File: src/rtl/alarm_ctrl_if.sv
// Bundle of the timekeeping inputs, user requests and buzzer-side outputs
// that connects the alarm sequencer to its surroundings.
interface alarm_ctrl_if;
  logic       min_tick;
  logic [6:0] tmin;
  logic [6:0] thrs;
  logic [6:0] amin;
  logic [6:0] ahrs;
  logic       alarm_en;
  logic       snooze;
  logic       stop;
  logic       buzz;
  logic       snoozing;
  logic [6:0] snz_min;
  logic [6:0] snz_hrs;
  logic [2:0] snz_cnt;

  modport master (
    output min_tick, tmin, thrs, amin, ahrs, alarm_en, snooze, stop,
    input  buzz, snoozing, snz_min, snz_hrs, snz_cnt
  );

  modport slave (
    input  min_tick, tmin, thrs, amin, ahrs, alarm_en, snooze, stop,
    output buzz, snoozing, snz_min, snz_hrs, snz_cnt
  );
endinterface

File: src/rtl/alarm_ctrl.sv
// Alarm buzzer sequencer: idle / ringing / snoozed phases with stop, snooze,
// snooze-target wrap across hour and day, and ring timeout.
module alarm_ctrl #(
  parameter int SNOOZE_MIN = 9,
  parameter int RING_MIN   = 2,
  parameter int MAX_SNOOZE = 3
) (
  input  logic         clk,
  input  logic         reset,
  alarm_ctrl_if.slave  bus
);

  typedef enum logic [1:0] {
    ST_IDLE    = 2'd0,
    ST_RINGING = 2'd1,
    ST_SNOOZED = 2'd2
  } state_e;

  localparam logic [7:0] SNOOZE_INC = 8'(SNOOZE_MIN);
  localparam logic [3:0] RING_LAST  = 4'(RING_MIN - 1);
  localparam logic [2:0] SNZ_LIMIT  = 3'(MAX_SNOOZE);

  state_e     state_q, state_d;
  logic [3:0] ring_cnt_q, ring_cnt_d;
  logic [2:0] snz_cnt_q, snz_cnt_d;
  logic [6:0] snz_min_q, snz_min_d;
  logic [6:0] snz_hrs_q, snz_hrs_d;
  logic       fired_q, fired_d;
  logic       buzz_q, snoozing_q;
  logic       match_s, snz_hit_s, quit_s;
  logic [13:0] target_s;

  // Current time plus the snooze interval, wrapped at 60 minutes and 24 hours.
  function automatic logic [13:0] snooze_target(input logic [6:0] m_in, input logic [6:0] h_in);
    logic [7:0] m;
    logic [7:0] h;
    m = {1'b0, m_in} + SNOOZE_INC;
    if (m >= 8'd60) begin
      m = m - 8'd60;
      h = {1'b0, h_in} + 8'd1;
    end else begin
      h = {1'b0, h_in};
    end
    if (h == 8'd24) begin
      h = 8'd0;
    end else begin
      h = h;
    end
    return {h[6:0], m[6:0]};
  endfunction

  assign match_s   = (bus.tmin == bus.amin) && (bus.thrs == bus.ahrs);
  assign snz_hit_s = (bus.tmin == snz_min_q) && (bus.thrs == snz_hrs_q);
  assign quit_s    = bus.stop || !bus.alarm_en;
  assign target_s  = snooze_target(bus.tmin, bus.thrs);

  // Next-state and datapath update; fired blocks re-trigger within one matching minute.
  always_comb begin
    state_d    = state_q;
    ring_cnt_d = ring_cnt_q;
    snz_cnt_d  = snz_cnt_q;
    snz_min_d  = snz_min_q;
    snz_hrs_d  = snz_hrs_q;
    fired_d    = match_s ? fired_q : 1'b0;
    case (state_q)
      ST_IDLE: begin
        if (bus.alarm_en && match_s && !fired_q) begin
          state_d    = ST_RINGING;
          ring_cnt_d = 4'd0;
          snz_cnt_d  = 3'd0;
          fired_d    = 1'b1;
        end else begin
          state_d = ST_IDLE;
        end
      end
      ST_RINGING: begin
        if (quit_s) begin
          state_d   = ST_IDLE;
          snz_cnt_d = 3'd0;
        end else if (bus.snooze && (snz_cnt_q < SNZ_LIMIT)) begin
          state_d   = ST_SNOOZED;
          snz_cnt_d = snz_cnt_q + 3'd1;
          snz_min_d = target_s[6:0];
          snz_hrs_d = target_s[13:7];
        end else if (bus.min_tick && (ring_cnt_q == RING_LAST)) begin
          state_d   = ST_IDLE;
          snz_cnt_d = 3'd0;
        end else if (bus.min_tick) begin
          ring_cnt_d = ring_cnt_q + 4'd1;
        end else begin
          state_d = ST_RINGING;
        end
      end
      ST_SNOOZED: begin
        if (quit_s) begin
          state_d   = ST_IDLE;
          snz_cnt_d = 3'd0;
        end else if (snz_hit_s) begin
          state_d    = ST_RINGING;
          ring_cnt_d = 4'd0;
        end else begin
          state_d = ST_SNOOZED;
        end
      end
      default: begin
        state_d    = ST_IDLE;
        ring_cnt_d = 4'd0;
        snz_cnt_d  = 3'd0;
      end
    endcase
  end

  // State and output registers; outputs follow the next state so they lag inputs by one edge.
  always_ff @(posedge clk) begin
    if (reset) begin
      state_q    <= ST_IDLE;
      ring_cnt_q <= 4'd0;
      snz_cnt_q  <= 3'd0;
      snz_min_q  <= 7'd0;
      snz_hrs_q  <= 7'd0;
      fired_q    <= 1'b0;
      buzz_q     <= 1'b0;
      snoozing_q <= 1'b0;
    end else begin
      state_q    <= state_d;
      ring_cnt_q <= ring_cnt_d;
      snz_cnt_q  <= snz_cnt_d;
      snz_min_q  <= snz_min_d;
      snz_hrs_q  <= snz_hrs_d;
      fired_q    <= fired_d;
      buzz_q     <= (state_d == ST_RINGING);
      snoozing_q <= (state_d == ST_SNOOZED);
    end
  end

  assign bus.buzz     = buzz_q;
  assign bus.snoozing = snoozing_q;
  assign bus.snz_min  = snz_min_q;
  assign bus.snz_hrs  = snz_hrs_q;
  assign bus.snz_cnt  = snz_cnt_q;

endmodule

File: src/flat_wrapper.sv
// flat-port wrapper written by rule: the top's interface ports become plain ports
module alarm_ctrl_flat 
#(
  parameter int SNOOZE_MIN = 9,
  parameter int RING_MIN   = 2,
  parameter int MAX_SNOOZE = 3
)
  (clk, reset, bus_min_tick, bus_tmin, bus_thrs, bus_amin, bus_ahrs, bus_alarm_en, bus_snooze, bus_stop, bus_buzz, bus_snoozing, bus_snz_min, bus_snz_hrs, bus_snz_cnt);
  alarm_ctrl_if bus_i ();
  input  logic clk;
  input  logic reset;
  input wire logic [$bits(bus_i.min_tick)-1:0] bus_min_tick;
  input wire logic [$bits(bus_i.tmin)-1:0] bus_tmin;
  input wire logic [$bits(bus_i.thrs)-1:0] bus_thrs;
  input wire logic [$bits(bus_i.amin)-1:0] bus_amin;
  input wire logic [$bits(bus_i.ahrs)-1:0] bus_ahrs;
  input wire logic [$bits(bus_i.alarm_en)-1:0] bus_alarm_en;
  input wire logic [$bits(bus_i.snooze)-1:0] bus_snooze;
  input wire logic [$bits(bus_i.stop)-1:0] bus_stop;
  output wire logic [$bits(bus_i.buzz)-1:0] bus_buzz;
  output wire logic [$bits(bus_i.snoozing)-1:0] bus_snoozing;
  output wire logic [$bits(bus_i.snz_min)-1:0] bus_snz_min;
  output wire logic [$bits(bus_i.snz_hrs)-1:0] bus_snz_hrs;
  output wire logic [$bits(bus_i.snz_cnt)-1:0] bus_snz_cnt;
  assign bus_i.min_tick = bus_min_tick;
  assign bus_i.tmin = bus_tmin;
  assign bus_i.thrs = bus_thrs;
  assign bus_i.amin = bus_amin;
  assign bus_i.ahrs = bus_ahrs;
  assign bus_i.alarm_en = bus_alarm_en;
  assign bus_i.snooze = bus_snooze;
  assign bus_i.stop = bus_stop;
  assign bus_buzz = bus_i.buzz;
  assign bus_snoozing = bus_i.snoozing;
  assign bus_snz_min = bus_i.snz_min;
  assign bus_snz_hrs = bus_i.snz_hrs;
  assign bus_snz_cnt = bus_i.snz_cnt;
  alarm_ctrl #(.SNOOZE_MIN(SNOOZE_MIN), .RING_MIN(RING_MIN), .MAX_SNOOZE(MAX_SNOOZE)) u_core (.clk(clk), .reset(reset), .bus(bus_i));
endmodule
File: config.mk
export PLATFORM = sky130hd
export DESIGN_NAME = alarm_ctrl_flat
export DESIGN_NICKNAME = d
export VERILOG_FILES = /design/src/rtl/alarm_ctrl_if.sv /design/src/rtl/alarm_ctrl.sv /design/src/flat_wrapper.sv
export SDC_FILE = /design/constraint.sdc
export NUM_CORES = 1
export LEC_CHECK = 0
export BUFFER_PORTS_ARGS = -buffer_cell sky130_fd_sc_hd__buf_2
export CAP_MARGIN = 10
export CORE_MARGIN = 2
export CORE_UTILIZATION = 30
export DETAILED_ROUTE_END_ITERATION = 10
export PLACE_DENSITY = 0.48
export SETUP_SLACK_MARGIN = 0.4
export SYNTH_ARGS = -nofsm -noshare
export SYNTH_HDL_FRONTEND = slang
export SYNTH_SLANG_ARGS = --single-unit
File: constraint.sdc
create_clock -name clk -period 8.03 [get_ports clk]
set_clock_uncertainty 0.05 [all_clocks]
set_input_delay 1.606 -clock clk [delete_from_list [all_inputs] [get_ports clk]]
set_output_delay 1.606 -clock clk [all_outputs]
set_load 0.02 [all_outputs]
==> metrics.txt <==
most common cell in the netlist xor2_1; Critical R2R Launch u_core.bus.snz_cnt[1]; synth unique cells 51; CP endpoint kind flop; clock tree buffer depth 2; post-route antenna net violation count 0; Setup TNS 0 ps; final setup fails 0; number of flops mapped to enable cells by yosys 0; n_diodes 0; IO buf count 52; WL met3 189 µm; post-cts hold buffer count 0; Top FF cell, synth dfxtp_1; DR iter-0 viols 102; Worst Reg-to-Reg Cells 5; post-CTS sizing 0; share of cells above drive strength 1 25.9%; Yosys warning total 0; Max Fclk 238 MHz; clk sink count 26; initial cell density of the core 30.5%; CP max FO 12; Worst R2R Setup Slack roughly 5600 ps; DRC viols 0; Pre-antenna DRT Iters 4; Synth area leader dfxtp_1; RSZ-0062 raised after global routing no; crit share post-route between 50% and 60%; grt ovf 0; final hold violations 0; leak pwr 0.965 nW; wl on met1 2660 µm; Synth area leaders dfxtp_1 26%, xor2_1 13%, xnor2_1 5.6%, ha_1 4.3%, nand2_1 3.7%; actual slew at the worst max-slew pin 1000 ps; Max Cap Viol 0; core area roughly 0.0067 mm²; Root Buffer clkbuf_8; critical path type input pin to flop; hold path depth 2; Mapped Cells ~240; HP Start u_core.bus.snz_min[2]; worst flop-to-flop path endpoint u_core.bus.snz_hrs[3]; CP startpoint kind input pin; area grow syn2layout 13.8%; routed wire length 5260 µm; initial antenna violation count 0; top-area cell type share of the netlist area 25.6%; Syn Area/Cell 8.45 µm²; WHS Endpoint u_core.bus.snz_min[2]; final period demand of the worst path 4190 ps; routability cong. between 0.8 and 0.9; io pins 53; final std cell area, no fill 0.00232 mm²; maximum vdd drop 0.0000608 V; CTS buffer count 3; Max Slew Vio Count 0; top routing layer used met4; Commonest cells post-synth 30 x xor2_1, 26 x dfxtp_1, 20 x nand2_1, 17 x nor2_1, 13 x xnor2_1; power per cell area approximately 130 mW/mm²; via count around 1800; Die H 86.4 µm; total chip power approximately 300 µW; vias per inst about 5.1; Worst Hold Class flop to flop; relative max-transition margin between 30 and 40%; sequential share of the synthesized area 25.6%; outcome completed; CTS tree yes; H-tree depth 1; Routed met2 length 2380 µm; Die W 86.4 µm; Setup Fix Bufs, Post-CTS 0; syn_nets 282; synthesized cell area 0.00204 mm²; Clock Pin Slew Worst Setup and Hold Paths roughly 110 ps; vias in the first global route roughly 1700; crit path DAT 4330 ps; num rows 30; final core occ between 30% and 40%; largest net degree at the start of global routing 26; final hold slack between 400 and 500 ps; Post-synth ARST share 0%; drt wl/cell 14.7 µm; final net count 320; Post-DP Area 0.00225 mm²; Clk Latency, worst-skew pair 280 ps; full die area approximately 0.0075 mm²; Final HPWL DP 4050 µm; WP data required slightly above 8000 ps; GR Util All Layers 14.2%; post-synthesis register bit count 26; first-pass GRT wire length between 8000 and 9000 µm
==> layout by cell type (no fill, tap or decap), types with 4 or more instances in the layout <==
cell | netlist | final
inv_1 | 11 | 11
xor2_1 | 30 | 30
xnor2_1 | 13 | 13
a211oi_1 | 8 | 8
a21oi_1 | 12 | 12
nor2_1 | 17 | 17
nand3_1 | 6 | 6
ha_1 | 7 | 7
dfxtp_1 | 26 | 26
buf_2 | 4 | 52
nand2_1 | 20 | 20
a31oi_1 | 5 | 5
nor4_1 | 9 | 9
o31ai_1 | 4 | 4
==> cell type report <==
cell class | count | area [µm²]
multi-input cells | 185 | 1320
flip-flops and latches | 26 | 520
clock inverters | 1 | 30.0
fillers | 728 | 4360
clock buffers | 3 | 41.3
repair buffers | 52 | 260
well taps | 80 | 100
inverters | 11 | 41.3
==> sequential cells by signal, indices dropped and copies added, names as in the netlist <==
| name | count |
|---|---|
| u_core.bus.snz_hrs | 7 |
| u_core.bus.snoozing | 1 |
| u_core.bus.buzz | 1 |
| u_core.state_q | 2 |
| u_core.bus.snz_min | 7 |
| u_core.fired_q | 1 |
| u_core.bus.snz_cnt | 3 |
| u_core.ring_cnt_q | 4 |
==> worst max-delay path: stages <==
cell and delay (ps):
buf_2 200, ha_1 290, xnor2_1 170, inv_1 100, ha_1 250, a41o_1 280
o31ai_2 860, nor2_1 140, xnor2_1 180, o41ai_2 260
==> per-layer routing <==
metal	up-vias	track usage (%)
met5	-	0
met4	0	3.41
met3	2	2.48
met2	32	22.4
met1	849	20.2
li1	932	-
==> how the worst max path moves through the flow <==
stage	startpoint	end	slack [ps]	cells after the start
after floorplan	bus_tmin[2]	u_core.bus.snz_hrs[3]	4320	10
after CTS	bus_tmin[0]	u_core.bus.snz_hrs[3]	3820	10
after detailed placement	bus_tmin[0]	u_core.bus.snz_hrs[3]	3510	10
final	bus_tmin[0]	u_core.bus.snz_hrs[3]	3840	10
after global routing	bus_tmin[0]	u_core.bus.snz_hrs[3]	3510	10
after global placement	bus_tmin[0]	u_core.bus.snz_hrs[3]	3610	10
==> cells by family (layout without fill, tap and decap cells) <==
| family | Yosys count | after routing | synth area share, % |
|---|---|---|---|
| compound gates | 50 | 50 | 18.6 |
| xor+xnor | 43 | 43 | 18.5 |
| fa+ha+maj | 7 | 7 | 4.30 |
| buf+inv | 30 | 67 | 9.40 |
| flops | 26 | 26 | 25.6 |
| mux | 3 | 3 | 1.48 |
| simple gates | 82 | 82 | 22.2 |
==> per-stage QoR <==
step           std cells  setup slack [ps]
2_1_floorplan        241              4320
3_3_place_gp         354              3610
3_5_place_dp         354              3510
4_1_cts              358              3820
5_1_grt              358              3510
6_report             358              3840
==> where the power goes <==
part	switching [mW]	internal (mW)
registers	0.000000904	0.129
clock network	0.0475	0.0668
logic	0.0345	0.0233
Note: power is estimated with default switching activity, not from simulation.
